**src/rtl/reg_spill_reader.sv**
```systemverilog
// Walks a wrapping range of register-file addresses through the combinational read port
// and streams {address, data} beats over a valid/ready interface.
module reg_spill_reader #(
  parameter int unsigned AW   = 4,
  parameter int unsigned DW   = 8,
  parameter int unsigned NREG = 16
) (
  input  logic          clk,
  input  logic          rst_n,
  input  logic          start,
  input  logic          abort,
  input  logic [AW-1:0] first_addr,
  input  logic [AW-1:0] last_addr,
  output logic [AW-1:0] rf_addr,
  input  logic [DW-1:0] rf_data,
  output logic          out_valid,
  input  logic          out_ready,
  output logic [AW-1:0] out_addr,
  output logic [DW-1:0] out_data,
  output logic          busy,
  output logic          done,
  output logic [AW:0]   beat_cnt
);

  typedef enum logic [1:0] {
    IDLE,
    SEND,
    DONE
  } state_t;

  state_t        state, state_next;
  logic [AW-1:0] ptr;
  logic [AW-1:0] ptr_inc;
  logic [AW-1:0] span;
  logic [AW:0]   remaining;
  logic          accept;
  logic          load;
  logic          drop;
  logic          count;

  assign span    = last_addr - first_addr;
  assign ptr_inc = (ptr == AW'(NREG - 1)) ? '0 : ptr + AW'(1);

  always_ff @(posedge clk or negedge rst_n) begin
    if (!rst_n) state <= IDLE;
    else        state <= state_next;
  end

  always_comb begin
    state_next = state;
    busy       = 1'b0;
    done       = 1'b0;
    rf_addr    = '0;
    accept     = 1'b0;
    load       = 1'b0;
    drop       = 1'b0;
    count      = 1'b0;
    case (state)
      IDLE: begin
        if (start && !abort) begin
          accept     = 1'b1;
          state_next = SEND;
        end
      end
      SEND: begin
        busy    = 1'b1;
        rf_addr = ptr;
        // abort outranks both the handshake count and a new load
        if (abort) begin
          drop       = 1'b1;
          state_next = IDLE;
        end else begin
          count = out_valid && out_ready;
          load  = (!out_valid || out_ready) && (remaining != '0);
          if (out_valid && out_ready && remaining == '0) begin
            drop       = 1'b1;
            state_next = DONE;
          end
        end
      end
      DONE: begin
        done       = !abort;
        state_next = IDLE;
      end
      default: state_next = IDLE;
    endcase
  end

  always_ff @(posedge clk or negedge rst_n) begin
    if (!rst_n) begin
      ptr       <= '0;
      remaining <= '0;
      out_valid <= 1'b0;
      out_addr  <= '0;
      out_data  <= '0;
      beat_cnt  <= '0;
    end else begin
      if (accept) begin
        ptr       <= first_addr;
        remaining <= {1'b0, span} + (AW+1)'(1);
        beat_cnt  <= '0;
      end
      if (count) beat_cnt <= beat_cnt + (AW+1)'(1);
      if (drop) begin
        out_valid <= 1'b0;
      end else if (load) begin
        out_valid <= 1'b1;
        out_addr  <= ptr;
        out_data  <= rf_data;
        ptr       <= ptr_inc;
        remaining <= remaining - (AW+1)'(1);
      end
    end
  end

endmodule

```
**config.mk**
```make
export PLATFORM = sky130hd
export DESIGN_NAME = reg_spill_reader
export DESIGN_NICKNAME = d
export VERILOG_FILES = /design/src/rtl/reg_spill_reader.sv
export SDC_FILE = /design/constraint.sdc
export NUM_CORES = 1
export LEC_CHECK = 0
export ABC_AREA = 1
export BUFFER_PORTS_ARGS = -buffer_cell sky130_fd_sc_hd__clkbuf_2
export CAP_MARGIN = 25
export CORE_MARGIN = 1.5
export CORE_UTILIZATION = 50
export DETAILED_ROUTE_END_ITERATION = 10
export PLACE_DENSITY_LB_ADDON = 0.15
export SYNTH_ARGS = -nofsm -noshare
export SYNTH_HDL_FRONTEND = slang
export SYNTH_SLANG_ARGS = --single-unit
```
**constraint.sdc**
```tcl
create_clock -name clk -period 3.9 [get_ports clk]
set_clock_uncertainty 0.1 [all_clocks]
set_input_delay 0.78 -clock clk [delete_from_list [all_inputs] [get_ports clk]]
set_output_delay 0.78 -clock clk [all_outputs]
set_load 0.005 [all_outputs]
```
==> flow_summary_export.csv, run 1 <==
group,metric,value,unit
run_status,outcome,"completed",
cts,numCtsBuffers,5,
logic_synthesis,async_flop_share,1.00,
grt,grt-ovfl-total,0,
logic_synthesis,syn_area,1710,um2
grt,grt_pass1_wl,5210,um
logic_synthesis,ys_seq_area_frac,0.424,
logic_synthesis,ys_seq_elements,29,
power,peakVddDrop,0.000290,V
critical_path,cp-start-kind,"input pin",
logic_synthesis,synth-xor-area-share,0.0102,
sta,finalHoldViolations,0,
critical_path,worstPathArrival,1240,ps
sta,rsz0062_at_grt,"no",
drt,routed_wl,3120,um
grt,antenna_found_initial,0,
placed_design,portBuffers,44,
sta,period_share,0.544,
cts,clk-insertion-delay-late,320,ps
cts,clkTransAtPathRegs,100,ps
floorplan,dieHeight,61.5,um
logic_synthesis,synth_fa_ha_area_frac,0.0628,
logic_synthesis,synth-simple-area-share,0.278,
cts,cts_tree,"yes",
logic_synthesis,synth_nets,241,
drt,dr.pass1.iters,7,
logic_synthesis,syn_inst,212,
logic_synthesis,synth_cell_types,26,
placed_design,hpwl,2320,um
logic_synthesis,ys_warn_count,0,
grt,grt_max_degree,30,
sta,slew_headroom,0.529,
sta,finalSetupViolations,0,
placed_design,place_congestion,0.853,
finish,area_growth,18.9,%
critical_path,cp_data_required_time,3020,ps
floorplan,core_area,3310,um2
floorplan,die_w,61.5,um
logic_synthesis,synth_edf_count,0,
power,p_per_area,562,nW/um2
grt,grt_use_total,0.188,
logic_synthesis,synth_mux_area_frac,0,
drt,ant_nets,0,
logic_synthesis,synth_compound_area_frac,0.130,
logic_synthesis,synth_top_family_by_area,"simple AND/OR/NAND/NOR gates",
power,power_leakage,1.12,nW
logic_synthesis,synth_top_flop_cell,"dfrtp_1",
critical_path,worst_setup_path_end_kind,"output pin",
cts,clockBufferDepth,2,
sta,drv_slew,0,
cts,htreeDepth,2,
cts,cts_setup_buffers,0,
drt,wl_per_cell,10.2,um
logic_synthesis,synth_top_area_cell,"dfrtp_1",
finish,drive_gt1_frac,0.315,
floorplan,die-area,3790,um2
hold_path,worst_hold_path_type,"in -> async",
drt,drc_errors,0,
cts,clock-root-buffer,"clkbuf_4",
grt,first_global_vias,1222,
job,drv_cap,0,
cts,cts_hold_buf,0,
floorplan,io_pins,45,
drt,vias,1466,
finish,nFillCells,312,
cts,clock-sinks,29,
critical_path,setup.worst_path.class,"in -> out",
cts,postCtsResizedCells,0,
sta,timing.setup.tns,0,ps
drt,viasPerCell,4.79,
sta,fin_crit,2120,ps
sta,clock.fmax,471,MHz
sta,worst_pin_slew,707,ps
logic_synthesis,synth_top_area_frac,0.424,
floorplan,fp-row-count,21,
finish,antenna_cells,0,
floorplan,start_util,0.517,
finish,fin_util,0.615,
critical_path,crit_path_max_fanout,4,
drt,drt_iter0_markers,73,
logic_synthesis,syn_avg_cell_area,8.08,um2
logic_synthesis,synth_area_leaders,"dfrtp_1 (42%), nand2_1 (13%), inv_1 (5.7%)",
finish,num-nets-final,288,
per-layer routing:
| layer | up-vias | track usage | routed length [um] |
|---|---|---|---|
| li1 | 768 | - | - |
| met1 | 662 | 0.259 | 1550 |
| met2 | 34 | 0.289 | 1410 |
| met5 | - | 0 | 0 |
| met4 | 0 | 0.0456 | 13 |
| met3 | 2 | 0.0630 | 150 |
cell type report:
type                    instances  area, um2  area share
clock buffers                   7       55.1      0.0270
clock inverters                 1       30.0      0.0147
inverters                      33        124      0.0608
multi-input cells             146        825       0.405
flip-flops and latches         29        726       0.356
well taps                      46       57.6      0.0283
repair buffers                 44        220       0.108
state kept, by name (all words and copies together), names as in the netlist:
register	count
out_valid	1
out_data	8
ptr	4
out_addr	4
state	2
beat_cnt	5
remaining	5
power by group:
| part | internal (mW) | total, mW | leakage, nW | switching, mW |
|---|---|---|---|---|
| combinational | 0.174 | 0.399 | 0.710 | 0.224 |
| sequential | 0.405 | 0.485 | 0.363 | 0.0806 |
| clock | 0.153 | 0.260 | 0.0455 | 0.107 |
| total | 0.732 | 1.14 | 1.12 | 0.412 |
cells in the final DEF, fill, tap and decap left out, drive strengths merged:
cell type,count
o211ai,3
o31ai,2
nor2,20
bufinv,1
a31oi,1
nand3,15
nor3,1
clkbuf,51
ha,7
fa,1
nand2,66
inv,33
dfrtp,29
a21oi,6
o21ai,21
xor2,2
nand4,1
through the flow:
stage / power (mW) / hold WS (ps) / area (um2) / worst slack (ps) / instances
floorplan: 0.762 / 358 / 1710 / 1680 / 212
global placement: 0.886 / 356 / 1950 / 1520 / 298
detailed placement: 0.893 / 359 / 1950 / 1490 / 298
CTS: 1.15 / 382 / 2040 / 1780 / 306
global route: 1.26 / 416 / 2040 / 1670 / 306
finish: 1.14 / 378 / 2040 / 1780 / 306
path summary, 6_finish.rpt:
path / from / end / slack [ps] / cells after the start
max reg2reg: remaining[0]$_DFF_PN0_ / remaining[0]$_DFF_PN0_ / 2100 / 8
min reg2reg: out_data[2]$_DFFE_PN0P_ / out_data[2]$_DFFE_PN0P_ / 380 / 2
min: rst_n / out_addr[2]$_DFFE_PN0P_ / 380 / 1
max in group asynchronous: rst_n / remaining[0]$_DFF_PN0_ / 2850 / 1
min in group clk: out_data[2]$_DFFE_PN0P_ / out_data[2]$_DFFE_PN0P_ / 380 / 2
max: abort / done / 1780 / 3
critical path, cell delays in order:
cell	delay, ps
clkbuf_2	130
nor3_1	200
clkbuf_2	140
cells by family (layout without fill, tap and decap cells):
logic type / count (synthesis) / after routing
flops: 29 / 29
compound gates: 33 / 33
xor+xnor: 2 / 2
buf+inv: 37 / 85
fa+ha+maj: 8 / 8
simple gates: 103 / 103
cell usage after synthesis (4+ instances only):
cell type,count
nand3_1,13
dfrtp_1,29
o21ai_2,7
o21ai_0,7
a21oi_1,5
o21ai_1,7
ha_1,7
nor2_4,4
inv_2,7
nor2_1,14
nand2_2,6
inv_1,26
nand2_1,59
No activity file was read; power rests on OpenSTA's default activity.
==> inputs of run 2 (changes only) <==
Settings changed: CORE_UTILIZATION 50 to 47.
Clock period 3.9 ns to 1.7 ns, I/O delays scaled along.
==> flow_summary_export.csv, run 2 (synthesis results as in run 1) <==
group,metric,value,unit
finish,num-nets-final,302,
drt,dr.pass1.iters,5,
drt,drc_errors,0,
cts,clkTransAtPathRegs,110,ps
hold_path,worst_hold_path_type,"in -> reg",
sta,fin_crit,1670,ps
grt,grt_max_degree,30,
sta,finalHoldViolations,0,
placed_design,hpwl,2530,um
sta,worst_pin_slew,361,ps
sta,slew_headroom,0.759,
grt,first_global_vias,1379,
critical_path,r2r_setup_slack,120,ps
sta,rsz0062_at_grt,"no",
finish,drive_gt1_frac,0.369,
cts,clock-root-buffer,"clkbuf_4",
grt,grt_pass1_wl,5970,um
finish,design_area,2200,um2
run_status,outcome,"completed",
sta,timing.setup.tns,0,ps
drt,viasPerCell,4.72,
power,peakVddDrop,0.000753,V
finish,nFillCells,323,
critical_path,worstPathArrival,1780,ps
critical_path,setup.worst_path.class,"in -> reg",
drt,wl_per_cell,10.4,um
power,total_power,2.72,mW
finish,largest-register,"out_data",
drt,wl_met2,1560,um
grt,grt-ovfl-total,0,
drt,vias,1510,
grt,antenna_found_initial,0,
critical_path,worst_setup_path_end_kind,"flop",
drt,drt_iter0_markers,51,
finish,area_growth,28.5,%
placed_design,place_area,2070,um2
grt,grt_use_total,0.188,
cts,htreeDepth,2,
sta,finalSetupViolations,0,
drt,wl_met3,136,um
floorplan,start_util,0.501,
finish,largest_reg_flops,8,
floorplan,core_area,3420,um2
drt,ant_nets,0,
finish,fin_util,0.644,
sta,period_share,0.980,
floorplan,io_pins,45,
power,power_leakage,1.19,nW
placed_design,place_ws,-332,ps
power,p_per_area,1240,nW/um2
finish,layout_commonest_cell,"nand2_1",
floorplan,die_w,63.4,um
sta,hold_ws,110,ps
cts,numCtsBuffers,5,
job,drv_cap,0,
drt,routed_wl,3340,um
finish,instances_no_fill,320,
sta,drv_slew,0,
critical_path,cp-start-kind,"input pin",
cts,clockBufferDepth,2,
placed_design,place_congestion,0.815,
sta,clock.fmax,600,MHz
finish,layout_common_cells,"nand2_1 (59), clkbuf_2 (43), dfrtp_1 (29), inv_1 (24)",
finish,antenna_cells,0,
cts,clock-sinks,29,
critical_path,cp_data_required_time,1810,ps
drt,top_layer,"met4",
cts,clk-insertion-delay-late,320,ps
critical_path,crit_path_max_fanout,2,
placed_design,portBuffers,44,
floorplan,fp-row-count,21,
cts,cts_tree,"yes",
drt,wl_met1,1620,um
floorplan,dieHeight,63.4,um
floorplan,die-area,4020,um2
sta,worst_slack,33.5,ps
placed_design,dp_cells,309,
finish,top_regs,"out_data: 8 flops, beat_cnt: 5 flops, remaining: 5 flops",
-- run 2: cell types whose count changed in the layout (fill, tap and decap cells not counted), sizes merged --
cell,before,now
dlygate4sd3,0,1
buf,0,13
-- run 2: report_power, final --
group	switching [mW]	internal (mW)	leakage [nW]
clock network	0.245	0.351	0.0455
registers	0.183	0.929	0.363
logic	0.540	0.470	0.781
-- run 2: timing repair --
action	CTS	global route
endpoints found under the hold margin	29	0
resized for setup	1	3
setup endpoints to repair	1	19
setup buffers	0	2
pin swaps	0	3
hold buffers	1	0
-- run 2: worst max-delay path, cell delays in order --
cell	delay, ps
clkbuf_4	150
inv_12	60
ha_4	110
inv_2	30
fa_1	510
ha_2	190
inv_1	70
nor2_2	100
o21ai_1	70
o211ai_1	80
nand2_1	60
-- run 2: final cells by class --
cell class | count | area (um2) | share of cell area
clock buffers | 7 | 55.1 | 0.0250
flip-flops and latches | 29 | 726 | 0.330
inverters | 33 | 136 | 0.0620
multi-input cells | 146 | 853 | 0.388
clock inverters | 1 | 30.0 | 0.0136
repair buffers | 58 | 343 | 0.156
well taps | 46 | 57.6 | 0.0262
-- run 2: per-layer routing --
layer,track usage,vias up
li1,-,795
met1,0.264,679
met2,0.286,32
met3,0.0554,4
met4,0.0489,0
met5,0,-
-- run 2: worst paths after layout --
kind | cells after the start | end | start
worst max register to register | 9 | ptr[2]$_DFF_PN0_ | remaining[0]$_DFF_PN0_
worst max-delay path | 11 | remaining[2]$_DFF_PN0_ | last_addr[0]
worst min-delay path | 3 | out_data[5]$_DFFE_PN0P_ | rf_data[5]
worst min register to register | 2 | out_data[3]$_DFFE_PN0P_ | out_data[3]$_DFFE_PN0P_
min in group asynchronous | 3 | beat_cnt[4]$_DFFE_PN0P_ | rst_n
max in group asynchronous | 3 | ptr[1]$_DFF_PN0_ | rst_n
==> inputs of run 3 (changes only) <==
Settings changed: PLACE_DENSITY set to 0.73, PLACE_DENSITY_LB_ADDON 0.15 to unset.
Clock period 1.7 ns to 1.5 ns, I/O delays scaled along.
==> flow_summary_export.csv, run 3 (synthesis results as in run 1) <==
group,metric,value,unit
placed_design,portBuffers,44,
finish,num-nets-final,316,
cts,numCtsBuffers,5,
sta,finalHoldViolations,0,
sta,worst_pin_slew,375,ps
finish,antenna_cells,0,
sta,drv_slew,0,
placed_design,hpwl,2640,um
grt,grt_pass1_wl,6680,um
finish,largest_reg_flops,8,
finish,area_growth,40.5,%
grt,grt_use_total,0.212,
sta,fin_crit,1570,ps
run_status,violations,"setup timing",
critical_path,cp_top_family,"flip-flops",
placed_design,dp_cells,317,
power,p_per_area,1280,nW/um2
finish,fin_util,0.704,
floorplan,start_util,0.501,
drt,routed_wl,3750,um
cts,clkTransAtPathRegs,90,ps
hold_path,worst_hold_path_type,"in -> reg",
floorplan,fp-row-count,21,
critical_path,setup.worst_path.class,"reg -> out",
finish,layout_common_cells,"nand2_1 (58), clkbuf_2 (41), dfrtp_1 (28), inv_1 (23), buf_4 (19)",
drt,wl_per_cell,11.2,um
grt,grt-ovfl-total,0,
floorplan,die-area,4020,um2
placed_design,place_area,2150,um2
sta,slew_headroom,0.750,
finish,layout_commonest_cell,"nand2_1",
critical_path,crit_path_top_delay_cell,"dfrtp_1",
hold_path,worstHoldPathCells,3,
critical_path,crit_path_max_fanout,2,
finish,design_area,2410,um2
critical_path,worstPathArrival,1170,ps
cts,clock-sinks,29,
critical_path,crit_buf_inv,3,
sta,clock.fmax,636,MHz
cts,clock-root-buffer,"clkbuf_4",
drt,viasPerCell,4.75,
floorplan,core_area,3420,um2
power,power_leakage,1.26,nW
critical_path,cpPeakStageDelay,390,ps
grt,grt_max_degree,17,
drt,vias,1587,
grt,antenna_found_initial,0,
critical_path,path_depth,4,
drt,drt_iter0_markers,35,
drt,dr.pass1.iters,4,
cts,clk-insertion-delay-late,330,ps
critical_path,cp-start-kind,"flop",
cts,cts_tree,"yes",
finish,nFillCells,285,
finish,instances_no_fill,334,
sta,period_share,1.05,
critical_path,worst_r2r_path_depth,8,
critical_path,cp_data_required_time,1100,ps
sta,rsz0062_at_grt,"yes",
floorplan,io_pins,45,
sta,hold_ws,68.1,ps
grt,first_global_vias,1582,
drt,drc_errors,0,
critical_path,worst_setup_path_end_kind,"output pin",
finish,largest-register,"out_data",
power,peakVddDrop,0.00103,V
finish,drive_gt1_frac,0.441,
job,drv_cap,0,
critical_path,cp_cell_sequence,"inv_2 > buf_6 > nor3_2 > buf_2",
placed_design,place_ws,-483,ps
cts,htreeDepth,2,
run_status,outcome,"finished, violations left",
sta,worst_slack,-71.1,ps
sta,finalSetupViolations,19,
placed_design,place_congestion,0.796,
cts,clockBufferDepth,2,
finish,top_regs,"out_data: 8 flops, beat_cnt: 5 flops, remaining: 5 flops",
floorplan,die_w,63.4,um
drt,ant_nets,0,
floorplan,dieHeight,63.4,um
## run 3: routing by layer
metal,share of wire,vias to the layer above,global-route usage
met5,0,-,0
met3,0.038,7,0.0429
met2,0.51,30,0.367
met4,0.014,0,0.0734
li1,-,818,-
met1,0.44,732,0.263
## run 3: final cells by class
type                    count  area (um2)  share of cell area
clock inverters             2        10.0             0.00416
repair buffers             71         498               0.207
flip-flops and latches     29         727               0.302
multi-input cells         147         936               0.389
inverters                  33         136              0.0567
well taps                  46        57.6              0.0239
clock buffers               6        41.3              0.0172
## run 3: where the power goes
group / internal (mW) / switching, mW / total [mW] / leakage [nW]
clock network: 0.178 / 0.272 / 0.450 / 0.0320
logic: 0.657 / 0.690 / 1.35 / 0.871
registers: 1.05 / 0.222 / 1.28 / 0.362
total: 1.89 / 1.18 / 3.07 / 1.26
## run 3: through the flow
stage | TNS (ps) | total power, mW
finish | -394 | 3.07
global route | -2950 | 3.35
CTS | -310 | 3.07
detailed placement | -2780 | 2.48
global placement | -2630 | 2.44
floorplan | -646 | 1.99
## run 3: path summary, 6_finish.rpt
| check | from | slack, ps | endpoint |
|---|---|---|---|
| min in group asynchronous | rst_n | 320 | out_valid$_DFFE_PN0P_ |
| hold reg to reg | out_data[6]$_DFFE_PN0P_ | 380 | out_data[6]$_DFFE_PN0P_ |
| setup / recovery | state[1]$_DFFE_PN0P_ | -70 | done |
| max in group asynchronous | rst_n | 560 | state[0]$_DFFE_PN0P_ |
| setup reg to reg | state[1]$_DFFE_PN0P_ | -30 | ptr[2]$_DFF_PN0_ |
| hold / removal | rf_data[6] | 70 | out_data[6]$_DFFE_PN0P_ |
## run 3: worst register-to-register path, cell delays in order, from the launching register on
cell and delay [ps]:
dfrtp_1 410, buf_4 150, nor2_4 100, nand2_2 70, a21oi_4 230, nand2_8 110
buf_4 170, nand2_2 50, o31ai_1 60
## run 3: what timing repair did
| action | in CTS | in global routing |
|---|---|---|
| endpoints found under the hold margin | 13 | 0 |
| hold buffers | 1 | 0 |
| resized for setup | 17 | 12 |
| setup endpoints to repair | 23 | 32 |
| pin swaps | 14 | 8 |
| gates cloned | 1 | 0 |
| setup buffers | 7 | 1 |
